## config.mk

```make
export PLATFORM = sky130hd
export DESIGN_NAME = dispenser_controller
export DESIGN_NICKNAME = d
export VERILOG_FILES = /design/src/rtl/dispenser_controller.sv
export SDC_FILE = /design/constraint.sdc
export NUM_CORES = 1
export LEC_CHECK = 0
export CAP_MARGIN = 10
export CELL_PAD_IN_SITES_DETAIL_PLACEMENT = 2
export CELL_PAD_IN_SITES_GLOBAL_PLACEMENT = 2
export CORE_MARGIN = 1.5
export CORE_UTILIZATION = 22
export CTS_CLUSTER_SIZE = 24
export DETAILED_ROUTE_END_ITERATION = 8
export PLACE_DENSITY = 0.84
export SETUP_SLACK_MARGIN = 0.5
export SLEW_MARGIN = 30
export SYNTH_ARGS = -nofsm -noshare
export SYNTH_HDL_FRONTEND = slang
export SYNTH_SLANG_ARGS = --single-unit
```

## constraint.sdc

```tcl
create_clock -name clock -period 1.7 [get_ports clock]
set_input_delay 0.255 -clock clock [delete_from_list [all_inputs] [get_ports clock]]
set_output_delay 0.255 -clock clock [all_outputs]
set_load 0.02 [all_outputs]
```

## src/rtl/dispenser_controller.sv

```systemverilog
// Water-dispense sequencer: owns the shared counter's reset, times valve-open
// and cooldown intervals from its count, and tallies completed dispenses.
module dispenser_controller #(
   parameter int unsigned BIT_COUNT       = 32,
   parameter int unsigned DISPENSE_CYCLES = 18,
   parameter int unsigned COOLDOWN_CYCLES = 5,
   parameter int unsigned TALLY_WIDTH     = 16
) (
   input  logic                   clock,
   input  logic                   reset,
   input  logic                   button,
   input  logic                   cup_present,
   input  logic [BIT_COUNT-1:0]   count,
   output logic                   counter_reset,
   output logic                   valve_open,
   output logic                   ready,
   output logic                   done,
   output logic                   aborted,
   output logic [TALLY_WIDTH-1:0] tally
);

   localparam logic [BIT_COUNT-1:0] DISPENSE_LAST = BIT_COUNT'(DISPENSE_CYCLES - 1);
   localparam logic [BIT_COUNT-1:0] COOLDOWN_LAST = BIT_COUNT'(COOLDOWN_CYCLES - 1);

   typedef enum logic [1:0] {
      IDLE     = 2'd0,
      DISPENSE = 2'd1,
      RESTART  = 2'd2,
      COOLDOWN = 2'd3
   } state_t;

   state_t state;
   logic   button_previous;
   logic   start;

   assign start = button & ~button_previous;

   // The only output that follows an input combinationally.
   assign ready = (state == IDLE) & cup_present;

   // Outputs are registered alongside the state so they always equal its decode.
   always_ff @(posedge clock or posedge reset) begin
      if (reset) begin
         state           <= IDLE;
         counter_reset   <= 1'b1;
         valve_open      <= 1'b0;
         done            <= 1'b0;
         aborted         <= 1'b0;
         tally           <= '0;
         button_previous <= 1'b1;
      end else begin
         button_previous <= button;
         done            <= 1'b0;
         aborted         <= 1'b0;
         case (state)
            IDLE: begin
               if (start && cup_present) begin
                  state         <= DISPENSE;
                  counter_reset <= 1'b0;
                  valve_open    <= 1'b1;
               end
            end
            DISPENSE: begin
               // Terminal count takes priority over cup removal.
               if (count >= DISPENSE_LAST) begin
                  state         <= RESTART;
                  counter_reset <= 1'b1;
                  valve_open    <= 1'b0;
                  done          <= 1'b1;
                  if (tally != '1) begin
                     tally <= tally + TALLY_WIDTH'(1);
                  end
               end else if (!cup_present) begin
                  state         <= RESTART;
                  counter_reset <= 1'b1;
                  valve_open    <= 1'b0;
                  aborted       <= 1'b1;
               end
            end
            RESTART: begin
               state         <= COOLDOWN;
               counter_reset <= 1'b0;
            end
            COOLDOWN: begin
               if (count >= COOLDOWN_LAST) begin
                  state         <= IDLE;
                  counter_reset <= 1'b1;
               end
            end
            default: begin
               state         <= IDLE;
               counter_reset <= 1'b1;
               valve_open    <= 1'b0;
            end
         endcase
      end
   end

endmodule

```

==> results.sh, run 1 <==
export IMPL_tightest_slew_ns=0.3288
export IMPL_grt_usage_pct=20.28
export IMPL_drive_above_1_share_pct=70.12
export IMPL_slew_violations=0
export IMPL_utilization_pct=52.37
export IMPL_post_route_period_util_pct=103.7
export IMPL_grtUsageMet2_pct=39.41
export IMPL_busiest_layer="met2"
export IMPL_boundaryPins=57
export IMPL_via_count=1507
export IMPL_die_width_um=79.43
export IMPL_postLayoutCellArea_um2=2919
export IMPL_drt_iter0_drc=52
export IMPL_period_needed_ns=1.763
export IMPL_cts_clk_slew_worst_paths_ns=0.09
export IMPL_synth_seq_cells=23
export IMPL_dp_cells=280
export IMPL_grtUsageMet3_pct=1.829
export IMPL_cp_end_kind="register"
export IMPL_synth_async_reset_ratio_pct=100.0
export IMPL_io_buffer_count=56
export IMPL_grtUsageMet1_pct=23.09
export IMPL_critPathTopFamily="simple AND/OR/NAND/NOR gates"
export IMPL_yosysSeqAreaShare_pct=44.99
export IMPL_routed_wl_um=7320
export IMPL_synth_edff_count=0
export IMPL_synth_top_area_share_pct=40.90
export IMPL_synth_cells=123
export IMPL_yosys_warnings=0
export IMPL_synthTopCellsByCount="dfrtp_1, nand3_1, xor2_1"
export IMPL_place_area_um2=2300
export IMPL_status="complete, but fails checks"
export IMPL_relSlewSlack_pct=78.08
export IMPL_path_cells="ha_4, nand2_4, nor3_4, or4b_4, mux2_4"
export IMPL_grt_pass1_wl_um=9363
export IMPL_antenna_found_initial=0
export IMPL_drcViolationCount=0
export IMPL_synth_compound_area_share_pct=4.284
export IMPL_final_setup_worst_slack_ns=-0.06278
export IMPL_dieArea_um2=6308
export IMPL_ir_drop_v=0.0006842
export IMPL_ys_types=35
export IMPL_failed_checks="negative setup slack"
export IMPL_hold_class="input pin to asynchronous set/reset pin"
export IMPL_num_rows=27
export IMPL_coreArea_um2=5574
export IMPL_cts_hold_buf=0
export IMPL_p_per_area_nw_per_um2=1248
export IMPL_cts_tree="yes"
export IMPL_cts_sinks=23
export IMPL_setup_violations=8
export IMPL_hpwl_um=3732
export IMPL_cts_root_buf="clkbuf_8"
export IMPL_maxCapViolations=0
export IMPL_synth_nets=165
export IMPL_hold_viol=0
export IMPL_synth_xor_area_share_pct=9.542
export IMPL_num_antenna_cells=0
export IMPL_final_nets=284
export IMPL_synth_mux_area_share_pct=2.921
export IMPL_startpoint_type="register"
export IMPL_ant_nets=0
export IMPL_critPathMaxFanout=4
export IMPL_path_buf_inv=0
export IMPL_via_per_inst=4.815
export IMPL_p_leak_uw=0.001184
export IMPL_slowest_stage="or4b_4"
export IMPL_grt_start_max_net_pins=24
export IMPL_worst_setup_path_type="register to register"
export IMPL_synth_ff_type="dfrtp_1"
export IMPL_htree_levels=1
export IMPL_cts_path_max_buffers=2
export IMPL_final_cells=313
export IMPL_areaGrowthSynthToFinish_pct=127.2
export IMPL_arrival_ns=1.93
export IMPL_grt_pass1_vias=1688
export IMPL_grt_setup_unrepaired="true"
export IMPL_synth_area_leader_cell="dfrtp_1"
export IMPL_gp_congestion=0.7308
export IMPL_power_uw=3643
export IMPL_die_h_um=79.43
export IMPL_avgSynthCellArea_um2=10.45
export IMPL_finClkSkew_ns=0.005771
export IMPL_max_stage_delay_ns=0.51
export IMPL_yosysMostFrequentCell="dfrtp_1"
export IMPL_required_ns=1.86
export IMPL_wl_per_cell_um=23.39
export IMPL_synth_area_top_cells="dfrtp_1, xor2_1, ha_1"
export IMPL_start_util_pct=23.05
export IMPL_numCtsBuffers=3
export IMPL_synthesis_area_um2=1285
export IMPL_insertion_delay_ns=0.28
export IMPL_synth_adder_area_share_pct=5.842
export IMPL_dr_pass1_iters=6
export IMPL_yosys_area_share_simple_pct=29.60
export IMPL_synth_top_family_by_area="simple AND/OR/NAND/NOR gates"
export IMPL_grt_overflow=0
export IMPL_fmax_mhz=567.3
-- cells in the final DEF (no fill, tap or decap), types with 3 or more instances in the layout --
cell             instances
buf_6                   44
buf_4                   33
dfrtp_2                 12
buf_2                   11
xor2_1                   9
dfrtp_1                  9
clkdlybuf4s15_1          9
dlygate4sd2_1            8
nor4_4                   7
nand3_1                  7
nand4_1                  6
clkbuf_2                 5
nor3_2                   4
nor3b_4                  4
nand2_4                  3
nand3b_1                 3
a31oi_4                  3
nor2_1                   3
nand2_1                  3
xnor2_1                  3
mux2_4                   3
clkbuf_8                 3
clkdlybuf4s50_1          3
-- sequential cells by signal, indices dropped and copies added, names as in the netlist --
name,flops
aborted,1
button_previous,1
counter_reset,1
done,1
state,2
tally,16
valve_open,1
-- cell type report --
cell class                      instances  area [µm²]
Inverter                                4       17.52
Tap cell                               72       90.09
Fill cell                             559        2655
Timing Repair Buffer                  117        1066
Multi-Input combinational cell         93        1106
Clock inverter                          1       5.005
Clock buffer                            3       41.29
Sequential cell                        23       593.1
-- worst register-to-register path, delay by kind of cell, from the launching register on --
family        cells  cell delay, ns
mux               1            0.32
fa+ha+maj         1            0.18
flops             1            0.41
simple gates      3            0.74
-- cells by family (layout without fill, tap and decap cells) --
| group | count (synthesis) | after routing |
|---|---|---|
| compound gates | 8 | 8 |
| xor+xnor | 14 | 14 |
| fa+ha+maj | 6 | 6 |
| buf+inv | 7 | 125 |
| flops | 23 | 23 |
| mux | 3 | 3 |
| simple gates | 62 | 62 |
-- worst paths after layout --
check / startpoint / to / slack (ns) / depth (start not counted)
worst max-delay path: tally[0] / tally[14] / -0.06 / 5
worst min-delay path: reset / tally[7] / 0.32 / 3
worst max register to register: tally[0] / tally[14] / -0.06 / 5
worst min register to register: tally[12] / tally[12] / 0.58 / 2
max in group asynchronous: reset / button_previous / 1.08 / 3
min in group clock: button / button_previous / 0.43 / 1
-- power breakdown --
group	switching (µW)	internal, µW	leakage, µW
Combinational	1130	1260	0.000913
Sequential	165	716	0.000245
Clock	207	165	0.0000255
-- metrics by stage --
step           setup TNS (ns)  worst slack, ns  hold slack (ns)
5_1_grt               -0.7116          -0.1012           0.3516
6_report              -0.1939         -0.06278           0.3232
3_3_place_gp           -8.629          -0.4696           0.4621
4_1_cts                     0         0.009368           0.3362
2_1_floorplan        -0.02226         -0.02112           0.2546
3_5_place_dp           -10.31          -0.5471           0.4694
-- per-layer routing --
metal,share of wire (%),vias to the layer above
li1,-,693
met3,2.4,4
met4,0.75,0
met1,38,771
met2,59,39
met5,0,-
-- timing repair --
action                                  in CTS  in global routing
endpoints found under the setup margin      43                 42
pin swaps                                   21                 20
cloned                                       1                  0
resized for setup                          221                 65
hold endpoints to repair                     0                  0
buffers inserted                            15                 13
(Power assumes the default switching activity.)
==> inputs of run 2 (changes only) <==
==> constraint.sdc (replaced) <==
create_clock -name clock -period 1.7 [get_ports clock]
set_input_delay 0.255 -clock clock [delete_from_list [all_inputs] [get_ports clock]]
set_output_delay 0.255 -clock clock [all_outputs]
set_load 0.005 [all_outputs]
==> results.sh, run 2 (same netlist as run 1, synthesis figures left out) <==
export IMPL_final_nets=313
export IMPL_hold_class="input pin to asynchronous set/reset pin"
export IMPL_htree_levels=1
export IMPL_via_count=1701
export IMPL_cts_sinks=23
export IMPL_layout_commonest_cell="buf_6"
export IMPL_whs_ns=0.3369
export IMPL_grt_pass1_wl_um=11760
export IMPL_status="complete, but fails checks"
export IMPL_cts_path_max_buffers=2
export IMPL_arrival_ns=2.02
export IMPL_startpoint_type="register"
export IMPL_p_leak_uw=0.001383
export IMPL_utilization_pct=58.00
export IMPL_top_regs="tally: 16 flops, state: 2 flops"
export IMPL_ant_nets=0
export IMPL_period_needed_ns=1.856
export IMPL_cts_tree="yes"
export IMPL_top_register="tally"
export IMPL_die_width_um=79.43
export IMPL_insertion_delay_ns=0.29
export IMPL_gp_congestion=0.7404
export IMPL_areaGrowthSynthToFinish_pct=151.6
export IMPL_setup_violations=17
export IMPL_cts_clk_slew_worst_paths_ns=0.10
export IMPL_dr_pass1_iters=4
export IMPL_num_antenna_cells=0
export IMPL_fmax_mhz=538.9
export IMPL_grt_usage_pct=26.08
export IMPL_relSlewSlack_pct=76.98
export IMPL_cts_root_buf="clkbuf_8"
export IMPL_wl_per_cell_um=26.61
export IMPL_final_setup_worst_slack_ns=-0.1558
export IMPL_largest_reg_flops=16
export IMPL_worst_setup_path_type="register to register"
export IMPL_finClkSkew_ns=0.001886
export IMPL_slew_violations=0
export IMPL_nFillCells=524
export IMPL_p_per_area_nw_per_um2=1250
export IMPL_failed_checks="negative setup slack"
export IMPL_place_area_um2=2288
export IMPL_dpl_worst_slack_ns=-0.5119
export IMPL_required_ns=1.86
export IMPL_grt_setup_unrepaired="true"
export IMPL_drt_iter0_drc=57
export IMPL_tightest_slew_ns=0.3450
export IMPL_via_per_inst=4.974
export IMPL_start_util_pct=23.05
export IMPL_hpwl_um=3930
export IMPL_numCtsBuffers=3
export IMPL_hold_viol=0
export IMPL_antenna_found_initial=0
export IMPL_grt_start_max_net_pins=24
export IMPL_die_h_um=79.43
export IMPL_routed_wl_um=9101
export IMPL_io_buffer_count=56
export IMPL_boundaryPins=57
export IMPL_num_rows=27
export IMPL_ir_drop_v=0.0008118
export IMPL_power_uw=4042
export IMPL_drive_above_1_share_pct=72.59
export IMPL_cp_end_kind="register"
export IMPL_maxCapViolations=0
export IMPL_grt_overflow=0
export IMPL_drcViolationCount=0
export IMPL_dieArea_um2=6308
export IMPL_postLayoutCellArea_um2=3233
export IMPL_coreArea_um2=5574
export IMPL_grt_pass1_vias=1934
export IMPL_critPathMaxFanout=6
export IMPL_mostFrequentLayoutCells="buf_6, buf_4, dfrtp_1"
export IMPL_post_route_period_util_pct=109.2
## run 2: cell count changes in the layout (fill, tap and decap cells not counted), moves of 3 or more
cell and delta:
dfrtp_1 +11, nand3_2 +3, buf_6 +23, clkbuf_2 -4, dfrtp_2 -11, clkdlybuf4s15_1 -4
buf_4 +12
## run 2: path summary, 6_finish.rpt
kind                                   end     startpoint  slack, ns  depth (start not counted)
max                              tally[11]       tally[0]      -0.16                          7
min                               state[0]          reset       0.34                          3
max reg2reg                      tally[11]       tally[0]      -0.16                          7
min reg2reg                  counter_reset  counter_reset       0.66                          3
max in group asynchronous  button_previous          reset       1.06                          3
min in group clock         button_previous         button       0.41                          1
## run 2: routing by layer
| layer | part of all wire, % | vias to the layer above | GRT usage, % | routed length, µm |
|---|---|---|---|---|
| met2 | 56 | 63 | 51.61 | 5080 |
| met3 | 3.8 | 20 | 3.543 | 350 |
| li1 | - | 747 | - | - |
| met1 | 36 | 871 | 27.73 | 3302 |
| met5 | 0 | - | 0 | 0 |
| met4 | 4.0 | 0 | 8.772 | 368 |
## run 2: what timing repair did
item	4_1_cts	5_1_grt
buffers inserted	38	17
hold buffers	0	0
endpoints found under the setup margin	43	41
resized for setup	249	54
gates cloned	1	0
pin swaps	26	21
## run 2: where the power goes
part | total [µW] | switching [µW] | internal, µW
Clock | 386 | 221 | 165
Combinational | 2810 | 1220 | 1590
Sequential | 845 | 142 | 703
Total | 4040 | 1580 | 2460
## run 2: final cells by class
| type | instances | area (µm²) | share of cell area, % |
|---|---|---|---|
| Multi-Input combinational cell | 93 | 1131 | 34.98 |
| Clock inverter | 1 | 5.005 | 0.1548 |
| Timing Repair Buffer | 146 | 1369 | 42.34 |
| Clock buffer | 3 | 41.29 | 1.277 |
| Inverter | 4 | 17.52 | 0.5418 |
| Sequential cell | 23 | 579.3 | 17.92 |
| Tap cell | 72 | 90.09 | 2.786 |
## run 2: per-stage QoR
stage | setup TNS (ns) | cells
after global placement | -7.747 | 282
after detailed placement | -9.331 | 282
after CTS | -0.08335 | 325
after floorplan | -0.05517 | 123
final | -1.891 | 342
after global routing | -2.551 | 342
## run 2: worst max-delay path: stages (launching register included)
cell and delay (ns):
dfrtp_1 0.44, ha_4 0.19, buf_4 0.13, nand4_1 0.10, or4_4 0.50, nand2_8 0.14
nor3_2 0.06, xor2_1 0.15
